### src/rtl/tdm_demux_1_to_8_pkg.sv
// ============================================================================
// Module  : tdm_pkg
// Brief   : Shared constants and state type for the 1-to-8 TDM demultiplexer.
// Revision: 1.0 - initial release
// ============================================================================
`default_nettype none

package tdm_pkg;

    localparam int NUM_LANES = 8;
    localparam int SEL_W     = $clog2(NUM_LANES);

    typedef enum logic [0:0] {
        HUNT    = 1'b0,
        COLLECT = 1'b1
    } tdm_state_t;

endpackage : tdm_pkg

`default_nettype wire

### src/rtl/tdm_demux_1_to_8_decoder.sv
// ============================================================================
// Module  : decoder_3_to_8
// Brief   : Combinational one-hot decode of a slot index.
// Revision: 1.0 - initial release
// ============================================================================
`default_nettype none

module decoder_3_to_8
    import tdm_pkg::*;
(
    input  logic [SEL_W-1:0]     sel,
    output logic [NUM_LANES-1:0] onehot
);

    for (genvar k = 0; k < NUM_LANES; k++) begin : g_dec
        assign onehot[k] = (sel == SEL_W'(k));
    end

endmodule : decoder_3_to_8

`default_nettype wire

### src/rtl/tdm_demux_1_to_8.sv
// ============================================================================
// Module  : tdm_demux_1_to_8
// Brief   : Serial-to-8-lane TDM demux with frame assembly and valid/ready
//           one-entry output holding register.
// Revision: 1.0 - initial release
// ============================================================================
`default_nettype none

module tdm_demux_1_to_8
    import tdm_pkg::*;
(
    input  logic                 clk,
    input  logic                 reset,
    input  logic                 in_bit,
    input  logic                 in_valid,
    input  logic                 frame_sync,
    output logic [NUM_LANES-1:0] lane_strobe,
    output logic [SEL_W-1:0]     slot,
    output logic [NUM_LANES-1:0] word_data,
    output logic                 word_valid,
    input  logic                 word_ready,
    output logic                 overflow,
    output logic                 sync_err
);

    tdm_state_t             r_state;
    tdm_state_t             w_state_next;
    logic [SEL_W-1:0]       r_slot;
    logic [NUM_LANES-1:0]   r_asm;
    logic [NUM_LANES-1:0]   r_word;
    logic                   r_word_valid;
    logic [NUM_LANES-1:0]   r_strobe;
    logic                   r_overflow;
    logic                   r_sync_err;

    logic                   w_accept;
    logic                   w_restart;
    logic                   w_sync_err_set;
    logic [SEL_W-1:0]       w_wr_slot;
    logic [NUM_LANES-1:0]   w_dec;
    logic [NUM_LANES-1:0]   w_asm_next;
    logic [NUM_LANES-1:0]   w_frame;
    logic                   w_complete;
    logic                   w_consume;

    always_ff @(posedge clk) begin
        if (reset) begin
            r_state <= HUNT;
        end else begin
            r_state <= w_state_next;
        end
    end

    // w_restart marks a bit that starts a new frame at slot 0 (from HUNT or
    // a mid-frame resynchronisation that discards the partial frame).
    always_comb begin
        w_state_next   = r_state;
        w_accept       = 1'b0;
        w_restart      = 1'b0;
        w_sync_err_set = 1'b0;
        case (r_state)
            HUNT: begin
                if (in_valid && frame_sync) begin
                    w_accept     = 1'b1;
                    w_restart    = 1'b1;
                    w_state_next = COLLECT;
                end
            end
            COLLECT: begin
                if (in_valid) begin
                    w_accept = 1'b1;
                    if (frame_sync && (r_slot != '0)) begin
                        w_restart      = 1'b1;
                        w_sync_err_set = 1'b1;
                    end
                end
            end
            default: w_state_next = HUNT;
        endcase
    end

    assign w_wr_slot = w_restart ? '0 : r_slot;

    decoder_3_to_8 u_decoder (
        .sel    (w_wr_slot),
        .onehot (w_dec)
    );

    assign w_asm_next = w_restart
                      ? {{(NUM_LANES-1){1'b0}}, in_bit}
                      : ((r_asm & ~w_dec) | ({NUM_LANES{in_bit}} & w_dec));
    assign w_frame    = {in_bit, r_asm[NUM_LANES-2:0]};
    assign w_complete = w_accept && (w_wr_slot == SEL_W'(NUM_LANES-1));
    assign w_consume  = r_word_valid && word_ready;

    always_ff @(posedge clk) begin
        if (reset) begin
            r_slot       <= '0;
            r_asm        <= '0;
            r_word       <= '0;
            r_word_valid <= 1'b0;
            r_strobe     <= '0;
            r_overflow   <= 1'b0;
            r_sync_err   <= 1'b0;
        end else begin
            r_strobe <= w_accept ? w_dec : '0;
            if (w_accept) begin
                r_slot <= w_wr_slot + SEL_W'(1);
                r_asm  <= w_asm_next;
            end
            if (w_sync_err_set) begin
                r_sync_err <= 1'b1;
            end
            // Holding register: a completed frame loads only when the slot is
            // free or being drained this cycle; otherwise it is dropped.
            if (w_complete && (!r_word_valid || word_ready)) begin
                r_word       <= w_frame;
                r_word_valid <= 1'b1;
            end else if (w_complete) begin
                r_overflow   <= 1'b1;
            end else if (w_consume) begin
                r_word_valid <= 1'b0;
            end
        end
    end

    assign lane_strobe = r_strobe;
    assign slot        = r_slot;
    assign word_data   = r_word;
    assign word_valid  = r_word_valid;
    assign overflow    = r_overflow;
    assign sync_err    = r_sync_err;

endmodule : tdm_demux_1_to_8

`default_nettype wire

### config.mk
export PLATFORM = sky130hd
export DESIGN_NAME = tdm_demux_1_to_8
export DESIGN_NICKNAME = d
export VERILOG_FILES = /design/src/rtl/tdm_demux_1_to_8_pkg.sv /design/src/rtl/tdm_demux_1_to_8_decoder.sv /design/src/rtl/tdm_demux_1_to_8.sv
export SDC_FILE = /design/constraint.sdc
export NUM_CORES = 1
export LEC_CHECK = 0
export CAP_MARGIN = 20
export CELL_PAD_IN_SITES_DETAIL_PLACEMENT = 0
export CELL_PAD_IN_SITES_GLOBAL_PLACEMENT = 1
export CORE_ASPECT_RATIO = 1.4
export CORE_MARGIN = 2
export CORE_UTILIZATION = 46
export DETAILED_ROUTE_END_ITERATION = 6
export DONT_BUFFER_PORTS = 1
export GPL_TIMING_DRIVEN = 0
export MAX_ROUTING_LAYER = met4
export PLACE_DENSITY = 0.82
export SYNTH_ARGS = -nofsm -noshare
export SYNTH_HDL_FRONTEND = slang
export SYNTH_SLANG_ARGS = --single-unit
### constraint.sdc
create_clock -name clk -period 2.1 [get_ports clk]
set_clock_uncertainty 0.1 [all_clocks]
set_input_delay 0.315 -clock clk [delete_from_list [all_inputs] [get_ports clk]]
set_output_delay 0.315 -clock clk [all_outputs]
set_load 0.01 [all_outputs]
Word level (Yosys, flattened, before mapping)
Cells that the tools add are included.

storage, ports and cells
  flip-flop bits (word level) = 31
  input bits = 6
  logic and storage cells = 50
  output and inout bits = 22

operators by class
  add/sub/neg operators = 1
  reduce and logical (&&, ||, !) cells = 13
  equality and inequality tests = 8
  multiplexer cells = 13
  bitwise gates (word level) = 7

operators by type and width
  cell                 count
  $and 8x8->8          2
  $eq 3x3->1 const B   4
  $mux 1               9
  $mux 8               1
  $not 8->8            1
  $or 8x8->8           1
  $eq 3x2->1 const B   2
  $logic_and 1x1->1    5
  $pmux 1 s2           2
  $reduce_and 2->1     2
  $add 3x1->3 const B  1
  $eq 3x1->1 const B   1
  $logic_not 3->1      1
  $mux 3               1
  $not 1->1            3
  $reduce_bool 3->1    1
  $ne 2x1->1 const B   1
  $reduce_bool 2->1    1
  $reduce_or 2->1      1
  $logic_not 1->1      1
  $logic_or 1x1->1     1

Depth between registers and ports, before layout
  depth in word-level cells = 11
  depth in mapped cells = 8
  mapped depth without buffers = 7

Modules after synthesis
From an unflattened synthesis, not the netlist that was laid out.

second synthesis, totals
  cell total of the unflattened synthesis = 140
  area, all modules = 1,261.2 um^2

modules (own cells, without submodules)
  module            area an instance (um^2)  instances  cells an instance
  tdm_demux_1_to_8  1,196.1                  1          132
  decoder_3_to_8    65.1                     1          8

Worst setup path before layout
Ideal clock, no wire load.

  path kind = input to register
  start = input in_valid
  end = register r_overflow (netlist: overflow)
  buffers on the path = 2
  arrival time = 1.529 ns
  slack = 0.343 ns
  stages = 8
  setup time = 0.128 ns
  data required time = 1.872 ns
  cell sequence = buf_6 > nand2_1 > and2_1 > ha_1 > and4b_1 > buf_4 > a31oi_1 > nor2_1

between the ends
  longest elaborated chain between the ends = 9
  elaborated cells on any way between the ends = 12
  classes of those cells = eq/ne (1); mux (6); bitwise (1); reduce/logical (4)

ends and longest elaborated chain
  item                                 RTL line                 RTL
  start: declaration                   tdm_demux_1_to_8.sv:15   input logic in_valid,
  $logic_and 1x1->1                    tdm_demux_1_to_8.sv:63   if (in_valid && frame_sync) begin
  $mux 1                               tdm_demux_1_to_8.sv:63
  $pmux 1 s2                           tdm_demux_1_to_8.sv:61   case (r_state)
  $mux 3                               tdm_demux_1_to_8.sv:82   assign w_wr_slot = w_restart ? '0 : r_slot;
  $eq 3x3->1                           tdm_demux_1_to_8.sv:93   assign w_complete = w_accept && (w_wr_slot == SEL_W'(NUM_LANES-1));
  $logic_and 1x1->1 *                  tdm_demux_1_to_8.sv:93
  $logic_and 1x1->1                    tdm_demux_1_to_8.sv:116  if (w_complete && (!r_word_valid || word_ready)) begin
  $not 1->1 (no source line)           n/a
  $reduce_and 2->1 (no source line) *  n/a
  end signal: assignment               tdm_demux_1_to_8.sv:103  r_overflow <= 1'b0;
  end signal: assignment               tdm_demux_1_to_8.sv:120  r_overflow <= 1'b1;
  end: declaration                     tdm_demux_1_to_8.sv:33   logic r_overflow;

Mark *: on every way between the ends. The rest lies on a longest branch, timed or not.
A chain may end at the register's enable or synchronous reset.

Final worst setup path
  start = register r_slot[0] (netlist: slot[0])
  end = register r_word[0] (netlist: word_data[0])

between the ends
  longest elaborated chain between the ends = 9

ends and longest elaborated chain
  item                      RTL line                 RTL
  start: declaration        tdm_demux_1_to_8.sv:28   logic [SEL_W-1:0] r_slot;
  start signal: assignment  tdm_demux_1_to_8.sv:108  r_slot <= w_wr_slot + SEL_W'(1);
  $reduce_bool 3->1         tdm_demux_1_to_8.sv:72   if (frame_sync && (r_slot != '0)) begin
  $logic_and 1x1->1         tdm_demux_1_to_8.sv:72
  $mux 1                    tdm_demux_1_to_8.sv:72
  $mux 1                    tdm_demux_1_to_8.sv:70   if (in_valid) begin
  $pmux 1 s2                tdm_demux_1_to_8.sv:61
  $mux 3 *                  tdm_demux_1_to_8.sv:82
  $eq 3x3->1 *              tdm_demux_1_to_8.sv:93
  $logic_and 1x1->1 *       tdm_demux_1_to_8.sv:93
  $logic_and 1x1->1 *       tdm_demux_1_to_8.sv:116
  end signal: assignment    tdm_demux_1_to_8.sv:117  r_word <= w_frame;
  end: declaration          tdm_demux_1_to_8.sv:30   logic [NUM_LANES-1:0] r_word;

Marked as above.

==> flow_summary_export.csv <==
group,metric,value,unit
drt,route.detailed.drc,0,
final_layout,final.fill_count,278,
pwr,totalPowerFinal,1.05,mW
global_routing,first_global_vias,994,
timing,post-route-min-period,1.80,ns
synth,ys_warn_count,0,
worst_setup_path,crit_type,"flop to flop",
clock_network,postCtsSetupRepairBufs,0,
worst_setup_path,critPathRequiredTime,2.22,ns
drt,drtIter0Drc,14,
worst_setup_path,crit_chain,"and2_1 -> ha_1 -> and4b_1 -> buf_4 -> nand3_4 -> mux2i_1",
final_layout,antenna_cells,0,
clock_network,clockRootBuffer,"clkbuf_4",
global_routing,grt.overflow.total,0,
synth,synthTopCellsByArea,"dfxtp_1 46%, a21oi_1 5.4%, nand4_1 5.3%",
synth,yosysSeqAreaShare,45.9,%
outcome,status,"completed",
global_routing,grt_pass1_wl,4370,µm
clock_network,clk_path_buf_depth,2,
clock_network,cts_tree,"yes",
worst_setup_path,rrSetupSlack,0.30,ns
timing,rsz0062_at_grt,"false",
worst_setup_path,cpPeakStageDelay,0.45,ns
floorplan,io_pins,28,
clock_network,cts_sinks,30,
synth,avgSynthCellArea,9.84,µm²
drt,wl_per_cell,14.7,µm
drt,first_pass_iters,4,
clock_network,numCtsBuffers,5,
pwr,ir_drop,0.000590,V
drt,routed_wl,2600,µm
timing,fin_setup_tns,0,ns
synth,netlist.area_leader.share,45.9,%
synth,synth_ff_type,"dfxtp_1",
worst_hold_path,hold_path.class,"input pin to flop",
synth,ys_ff_latch,30,
floorplan,die_w,49.1,µm
final_layout,drive_gt1_share,16.3,%
synth,ys_types,33,
final_layout,syn_to_final_growth,8.03,%
timing,setup_violations,0,
floorplan,start_util,49.0,%
worst_setup_path,worst-path-buf-inv,1,
floorplan,die_y,67.1,µm
placement,portBuffers,0,
global_routing,antenna_found_initial,0,
placement,postPlaceCellArea,0.00135,mm²
timing,slew_headroom,68.1,%
synth,syn-num-nets,144,
timing,fin_crit_sh,85.8,%
worst_setup_path,critPathSlowestCell,"dfxtp_1",
timing,max_freq,555,MHz
clock_network,cts_hold_buffers,0,
final_layout,multi_input_area,623,µm²
synth,syn_area,0.00131,mm²
synth,netlist_top_cells_count,"30 x dfxtp_1, 14 x a21oi_1, 11 x nand4_1",
drt,viasPerCell,5.65,
timing,drv_slew,0,
clock_network,clkTransAtPathRegs,0.09,ns
worst_setup_path,path_max_fanout,9,
clock_network,clk_latency,0.33,ns
floorplan,die_area,0.00329,mm²
synth,netlist.top_cell.by_area,"dfxtp_1",
global_routing,grt_max_degree,11,
final_layout,seq_area,601,µm²
timing,hold_viol_final,0,
placement,hpwl,2010,µm
worst_setup_path,arrival,1.92,ns
placement,place_congestion,0.793,
run,drv_cap,0,
drt,routed-via-count,1000,
floorplan,rows,22,
synth,async_flop_share,0,%
final_layout,design_area,0.00141,mm²
worst_setup_path,path_delay_family,"simple AND/OR/NAND/NOR gates",
synth,synthCells,133,
timing,tightest_slew,0.479,ns
global_routing,track_usage,18.6,%
final_layout,layoutNonFillerInstCount,177,
synth,yosysMostFrequentCell,"dfxtp_1",
clock_network,post_cts_resized,0,
pwr,p_per_area,745,mW/mm²
pwr,p_leak,0.518,nW
floorplan,coreArea,0.00267,mm²
drt,ant_nets,0,
worst_setup_path,cp-end-kind,"flop",
final_layout,final_nets,151,
worst_setup_path,critPathLaunchType,"flop",
placement,placed_cells,169,
synth,synth_edf_count,0,
clock_network,h-tree-depth,2,
worst reg2reg max path, delay by kind of cell (launching register included):
kind          cells  cell delay (ns)
flops             1             0.45
fa+ha+maj         1             0.27
simple gates      3             0.57
buf+inv           1             0.17
mux               1             0.14
logic make-up (layout without fill, tap and decap cells):
logic type	count (synthesis)	after routing	share of synthesized area, %
muxes	3	3	2.29
and+or+nand+nor	42	42	20.5
adders and majority gates	5	5	4.78
AOI/OAI and AO/OA	38	38	20.1
DFF	30	30	45.9
buffers and inverters	15	23	6.50
metal layers:
layer / track usage [%] / part of all wire [%]
met5: - / 0
met4: 8.57 / 1.7
met3: 7.17 / 5.6
met2: 34.0 / 52
met1: 16.8 / 40
state kept, by name (all words and copies together) (netlist names), named ones only:
signal,count
overflow,1
slot,3
lane_strobe,8
r_state,1
r_asm,6
sync_err,1
word_valid,1
word_data,8
final timing paths:
check	end	startpoint	cells after the start
worst max-delay path	word_data[0]$_SDFFE_PP0P_	slot[0]$_SDFFE_PP0P_	6
worst min-delay path	r_asm[4]$_SDFFE_PP0P_	in_bit	2
worst max register to register	word_data[0]$_SDFFE_PP0P_	slot[0]$_SDFFE_PP0P_	6
worst min register to register	r_asm[3]$_SDFFE_PP0P_	r_asm[3]$_SDFFE_PP0P_	2
per-stage QoR:
| step | hold slack, ns | setup slack, ns | utilization [%] |
|---|---|---|---|
| 6_report | 0.0259 | 0.299 | 53.0 |
| 3_5_place_dp | 0.371 | 0.183 | 50.7 |
| 4_1_cts | 0.0161 | 0.277 | 53.0 |
| 2_1_floorplan | 0.337 | 0.343 | - |
| 5_1_grt | 0.00541 | 0.196 | 53.0 |
| 3_3_place_gp | 0.354 | 0.208 | 50.7 |
cells in the final DEF (no fill, tap or decap):
cell,count
a211oi_2,3
a21boi_4,1
a21oi_1,14
a31oi_1,1
a41oi_1,1
and2_1,2
and4b_1,1
buf_2,2
buf_4,3
buf_6,2
clkbuf_1,5
clkbuf_4,5
clkbuf_8,1
clkinv_2,1
dfxtp_1,30
ha_1,5
inv_1,2
inv_2,2
mux2i_1,3
nand2_1,3
nand2b_1,5
nand3_1,1
nand3_4,1
nand4_1,11
nand4b_4,1
nor2_1,8
nor2b_1,1
nor3_1,6
nor4b_2,1
o211ai_1,4
o21a_1,1
o21ai_1,5
o21bai_1,1
o22ai_1,1
o31ai_1,6
or3_1,1
area by class of cell:
class | instances | share of cell area [%]
clock buffers | 7 | 3.89
clock inverters | 1 | 0.354
plain buffers | 11 | 4.96
inverters | 4 | 1.06
well taps | 36 | 3.19
flip-flops and latches | 30 | 42.5
multi-input cells | 88 | 44.1
power by group:
group	total (mW)	switching [mW]	internal [mW]
Sequential	0.592	0.0127	0.579
Combinational	0.101	0.0639	0.0374
Clock	0.360	0.198	0.162
Power figures use the tool's default switching activity.
